$ cat config.mk
export PLATFORM = sky130hd
export DESIGN_NAME = fpu_arbiter
export DESIGN_NICKNAME = d
export VERILOG_FILES = /design/src/rtl/fpu_arbiter.sv
export SDC_FILE = /design/constraint.sdc
export NUM_CORES = 1
export LEC_CHECK = 0
export ABC_CLOCK_PERIOD_IN_PS = 2700
export CORE_AREA = 4 4 139 108
export DETAILED_ROUTE_END_ITERATION = 6
export DIE_AREA = 0 0 143 112
export GPL_TIMING_DRIVEN = 1
export HOLD_SLACK_MARGIN = 0.03
export PLACE_DENSITY = 0.8
export SYNTH_ARGS = -nofsm -noshare
export SYNTH_HDL_FRONTEND = slang
export SYNTH_SLANG_ARGS = --single-unit
$ cat constraint.sdc
create_clock -name clk -period 2.7 [get_ports clk]
set_input_delay 0.54 -clock clk [delete_from_list [all_inputs] [get_ports clk]]
set_output_delay 0.54 -clock clk [all_outputs]
set_load 0.01 [all_outputs]
$ cat src/rtl/fpu_arbiter.sv
// fpu_arbiter: round-robin front end sharing one FP unit between two requesters.
// Illegal opcodes and unit timeouts answer with a quiet NaN and rsp_err set.
module fpu_arbiter #(
    parameter int unsigned TIMEOUT = 64
) (
    input  logic        clk,
    input  logic        reset,
    input  logic        req0_valid,
    input  logic [65:0] req0_cmd,
    output logic        req0_ready,
    input  logic        req1_valid,
    input  logic [65:0] req1_cmd,
    output logic        req1_ready,
    output logic        fpu_start,
    output logic [1:0]  fpu_op,
    output logic [31:0] fpu_a,
    output logic [31:0] fpu_b,
    input  logic        fpu_done,
    input  logic [31:0] fpu_result,
    output logic        rsp_valid,
    output logic        rsp_id,
    output logic [31:0] rsp_data,
    output logic        rsp_err,
    output logic        busy
);

    localparam logic [31:0] QNAN     = 32'h7FC0_0000;
    localparam logic [7:0]  CNT_LAST = 8'(TIMEOUT - 1);
    localparam logic [1:0]  OP_ILL   = 2'b11;

    typedef enum logic [1:0] {
        IDLE,
        ISSUE,
        WAIT,
        RESP
    } state_e;

    state_e      state_q, state_d;
    logic        last_grant_q, last_grant_d;
    logic [7:0]  cnt_q, cnt_d;
    logic        id_q, id_d;
    logic [1:0]  op_q, op_d;
    logic [31:0] a_q, a_d;
    logic [31:0] b_q, b_d;
    logic        rsp_id_q, rsp_id_d;
    logic [31:0] rsp_data_q, rsp_data_d;
    logic        rsp_err_q, rsp_err_d;

    logic        gnt1;
    logic        accept;
    logic [65:0] cmd_sel;

    // Ready is gated by reset so nothing is taken while reset is held low.
    always_comb begin
        gnt1 = req1_valid;
        if (req0_valid && req1_valid) begin
            gnt1 = ~last_grant_q;
        end
        accept     = reset && (state_q == IDLE) && (req0_valid || req1_valid);
        req0_ready = accept && !gnt1;
        req1_ready = accept && gnt1;
        cmd_sel    = gnt1 ? req1_cmd : req0_cmd;
    end

    always_comb begin
        state_d      = state_q;
        last_grant_d = last_grant_q;
        cnt_d        = cnt_q;
        id_d         = id_q;
        op_d         = op_q;
        a_d          = a_q;
        b_d          = b_q;
        rsp_id_d     = rsp_id_q;
        rsp_data_d   = rsp_data_q;
        rsp_err_d    = rsp_err_q;
        unique case (state_q)
            IDLE: begin
                if (accept) begin
                    last_grant_d = gnt1;
                    id_d         = gnt1;
                    if (cmd_sel[1:0] == OP_ILL) begin
                        state_d    = RESP;
                        rsp_id_d   = gnt1;
                        rsp_err_d  = 1'b1;
                        rsp_data_d = QNAN;
                    end else begin
                        state_d = ISSUE;
                        op_d    = cmd_sel[1:0];
                        a_d     = cmd_sel[33:2];
                        b_d     = cmd_sel[65:34];
                    end
                end
            end
            ISSUE: begin
                state_d = WAIT;
                cnt_d   = 8'd0;
            end
            WAIT: begin
                // A completion on the final count still returns the result.
                if (fpu_done) begin
                    state_d    = RESP;
                    rsp_id_d   = id_q;
                    rsp_err_d  = 1'b0;
                    rsp_data_d = fpu_result;
                end else if (cnt_q == CNT_LAST) begin
                    state_d    = RESP;
                    rsp_id_d   = id_q;
                    rsp_err_d  = 1'b1;
                    rsp_data_d = QNAN;
                end else begin
                    cnt_d = cnt_q + 8'd1;
                end
            end
            RESP: begin
                state_d = IDLE;
                cnt_d   = 8'd0;
            end
            default: begin
                state_d = IDLE;
            end
        endcase
    end

    always_ff @(posedge clk or negedge reset) begin
        if (!reset) begin
            state_q      <= IDLE;
            last_grant_q <= 1'b1;
            cnt_q        <= 8'd0;
            id_q         <= 1'b0;
            op_q         <= 2'b00;
            a_q          <= 32'd0;
            b_q          <= 32'd0;
            rsp_id_q     <= 1'b0;
            rsp_data_q   <= 32'd0;
            rsp_err_q    <= 1'b0;
        end else begin
            state_q      <= state_d;
            last_grant_q <= last_grant_d;
            cnt_q        <= cnt_d;
            id_q         <= id_d;
            op_q         <= op_d;
            a_q          <= a_d;
            b_q          <= b_d;
            rsp_id_q     <= rsp_id_d;
            rsp_data_q   <= rsp_data_d;
            rsp_err_q    <= rsp_err_d;
        end
    end

    assign fpu_start = (state_q == ISSUE);
    assign fpu_op    = op_q;
    assign fpu_a     = a_q;
    assign fpu_b     = b_q;
    assign rsp_valid = (state_q == RESP);
    assign rsp_id    = rsp_id_q;
    assign rsp_data  = rsp_data_q;
    assign rsp_err   = rsp_err_q;
    assign busy      = (state_q != IDLE);

endmodule

==> flow_metrics.py <==
metrics = {
    "sta": {
        "fin_crit_sh": 0.9665,
        "tns_ns": 0,
        "fin_ws_ns": 0.09043,
        "hold_slack_ns": 0.1653,
        "finalSetupViolCount": 0,
        "finalHoldViolCount": 0,
        "worstMarginPinSlew_ns": 1.032,
        "rsz0062_at_grt": "no",
        "worst_clock_skew_ns": 0.01062,
        "drv_slew": 0,
        "slew-limit-headroom": 0.3118,
        "max_freq_mhz": 383.2,
        "fin_crit_ns": 2.610,
    },
    "finish": {
        "num-nets-final": 857,
        "antenna_cells": 0,
        "mostFrequentLayoutCells": "clkdlybuf4s50_1 (272), mux2_2 (161), dfrtp_1 (111)",
        "n_fill_cell": 1038,
        "syn_to_final_growth_pct": 59.55,
        "final_cell_area_um2": 8750,
        "drive_gt1_frac": 0.2868,
        "layout_commonest_cell": "clkdlybuf4s50_1",
    },
    "cts": {
        "clock_latency_ns": 0.34,
        "clockBufferDepth": 2,
        "clockRootBuffer": "clkbuf_16",
        "cts_resized": 0,
        "path_clk_slew_ns": 0.07,
        "cts_made_buffers": 9,
        "cts_hold_buffers": 0,
        "cts_setup_buffers": 0,
        "clock_sinks": 112,
        "htreeDepth": 3,
        "cts_tree": "built",
    },
    "placement": {
        "port_buffers": 273,
        "dpl-instance-area_um2": 8438,
        "dp_slack_ns": -0.06943,
        "place_congestion": 0.7979,
        "dp_hpwl_um": 11960,
    },
    "grt": {
        "grt_max_degree": 82,
        "grt_pass1_vias": 4694,
        "antenna_found_initial": 0,
        "grt_first_pass_wirelength_um": 24070,
        "grt_util_all_layers": 0.1877,
        "grt-ovfl-total": 0,
    },
    "synthesis": {
        "yosys-top-cells-area": "dfrtp_1 (51%), mux2_2 (33%), and3_1 (2.9%), nand2b_1 (1.7%), ha_1 (1.4%)",
        "ys_seq_area_frac": 0.5113,
        "yosysWarnings": 0,
        "avgSynthCellArea_um2": 13.34,
        "synth_cells": 411,
        "ys_ff_latch": 112,
        "syn_nets": 586,
        "ys.flop_type": "dfrtp_1",
        "yosysTopAreaCell": "dfrtp_1",
        "synth_edf_count": 0,
        "syn_area_um2": 5484,
        "synth_top_area_frac": 0.5065,
        "async_reset_ff_frac": 1.000,
        "yosysUniqueCellTypes": 35,
    },
    "job": {
        "drv_cap": 0,
    },
    "floorplanning": {
        "ios": 274,
        "start_util": 0.4043,
        "rows": 37,
        "die_h_um": 112,
        "coreArea_um2": 13560,
        "die_area_um2": 16020,
        "die_x_um": 143,
    },
    "setup_path": {
        "crit_top_cell": "clkdlybuf4s50_1",
        "crit_chain": "clkdlybuf4s50_1 > a21boi_4 > buf_6 > nor2_1 > clkdlybuf4s50_1",
        "crit_path_end_kind": "output port",
        "crit_type": "in -> out",
        "cp_slowest_stage_delay_ns": 0.49,
        "arrival_ns": 2.07,
        "crit_fanout": 21,
        "startpoint_type": "primary input",
        "critPathRequiredTime_ns": 2.16,
        "crit_slowest_cell": "clkdlybuf4s50_1",
    },
    "power": {
        "p_total_uw": 8738,
        "peakVddDrop_mv": 0.5989,
        "cellPowerDensity_nw_per_um2": 998.7,
        "leakage_uw": 0.003670,
    },
    "run_status": {
        "outcome": "finished, final reports clean",
    },
    "detailed_routing": {
        "ant_nets": 0,
        "first_iter_violations": 182,
        "drt_wl_total_um": 15370,
        "vias": 4239,
        "first_pass_iters": 4,
        "via_per_inst": 4.918,
        "drcViolationCount": 0,
        "wl_per_cell_um": 17.83,
    },
    "worst_hold_path": {
        "hp-class": "in -> async",
    },
}
==> Yosys cell counts, types with 4 or more instances <==
cell type and count:
a31oi_1 5, and3_1 25, buf_2 8, clkbuf_1 14, dfrtp_1 111, ha_1 6
inv_1 4, mux2_2 161, nand2_1 9, nand2b_1 15, nand3_1 6, nor2_1 8
o21ai_0 7
==> final cells by class <==
type / count / area [µm²] / area share
clock buffers: 10 / 239.0 / 0.02731
clock inverters: 6 / 66.31 / 0.007579
flip-flops and latches: 112 / 2804 / 0.3205
inverters: 4 / 15.01 / 0.001716
repair buffers: 286 / 2856 / 0.3265
well taps: 175 / 219.0 / 0.02503
multi-input cells: 269 / 2550 / 0.2914
==> flip-flops by register name, indices dropped and copies added (netlist names) <==
name / cells
fpu_a: 32
fpu_b: 32
rsp_data: 32
cnt_q: 8
fpu_op: 2
state_q: 2
id_q: 1
last_grant_q: 1
rsp_err: 1
rsp_id: 1
==> critical path, delay by kind of cell <==
kind                   cells  cell delay [ns]
buffers and inverters      3             1.22
AO/OA/AOI/OAI              1             0.23
AND/OR/NAND/NOR            1             0.08
==> power breakdown <==
group          total, µW  leakage (µW)  internal (µW)  switching, µW
clock network       1360      0.000153            751            606
registers           2970       0.00136           2510            465
logic               4410       0.00215           2680           1730
total               8740       0.00367           5930           2800
==> metal layers <==
metal	vias up	GRT usage	routed length (µm)
li1	2022	-	-
met1	2048	0.2221	5987
met2	161	0.3373	7908
met3	8	0.06097	1380
met4	0	0.03040	90
met5	-	0	0
==> path summary, 6_finish.rpt <==
| kind | depth (start not counted) | from | endpoint | slack [ns] |
|---|---|---|---|---|
| worst min-delay path | 1 | reset | last_grant_q$_DFFE_PN1P_ | 0.17 |
| max in group asynchronous | 2 | reset | fpu_b[2]$_DFFE_PN0P_ | 1.52 |
| min in group clk | 1 | id_q$_DFFE_PN0P_ | id_q$_DFFE_PN0P_ | 0.48 |
| worst max-delay path | 5 | req1_valid | req0_ready | 0.09 |
| worst max register to register | 7 | state_q[0]$_DFFE_PN0P_ | rsp_data[26]$_DFFE_PN0P_ | 0.41 |
| worst min register to register | 1 | id_q$_DFFE_PN0P_ | id_q$_DFFE_PN0P_ | 0.48 |
==> metrics by stage <==
| stage | util | instances |
|---|---|---|
| after detailed placement | 0.6221 | 846 |
| after global placement | 0.6221 | 846 |
| after CTS | 0.6446 | 862 |
| after global routing | 0.6451 | 862 |
| after floorplan | - | 411 |
| final | 0.6451 | 862 |
==> cells by family (layout without fill, tap and decap cells) <==
| kind of cell | count (synthesis) | count (layout) | share of synthesized area |
|---|---|---|---|
| AOI/OAI and AO/OA | 26 | 26 | 0.03491 |
| adders and majority gates | 6 | 6 | 0.01369 |
| buffers and inverters | 30 | 306 | 0.02646 |
| DFF | 112 | 112 | 0.5113 |
| muxes | 165 | 165 | 0.3393 |
| and+or+nand+nor | 72 | 72 | 0.07438 |
Power figures use the tool's default switching activity.
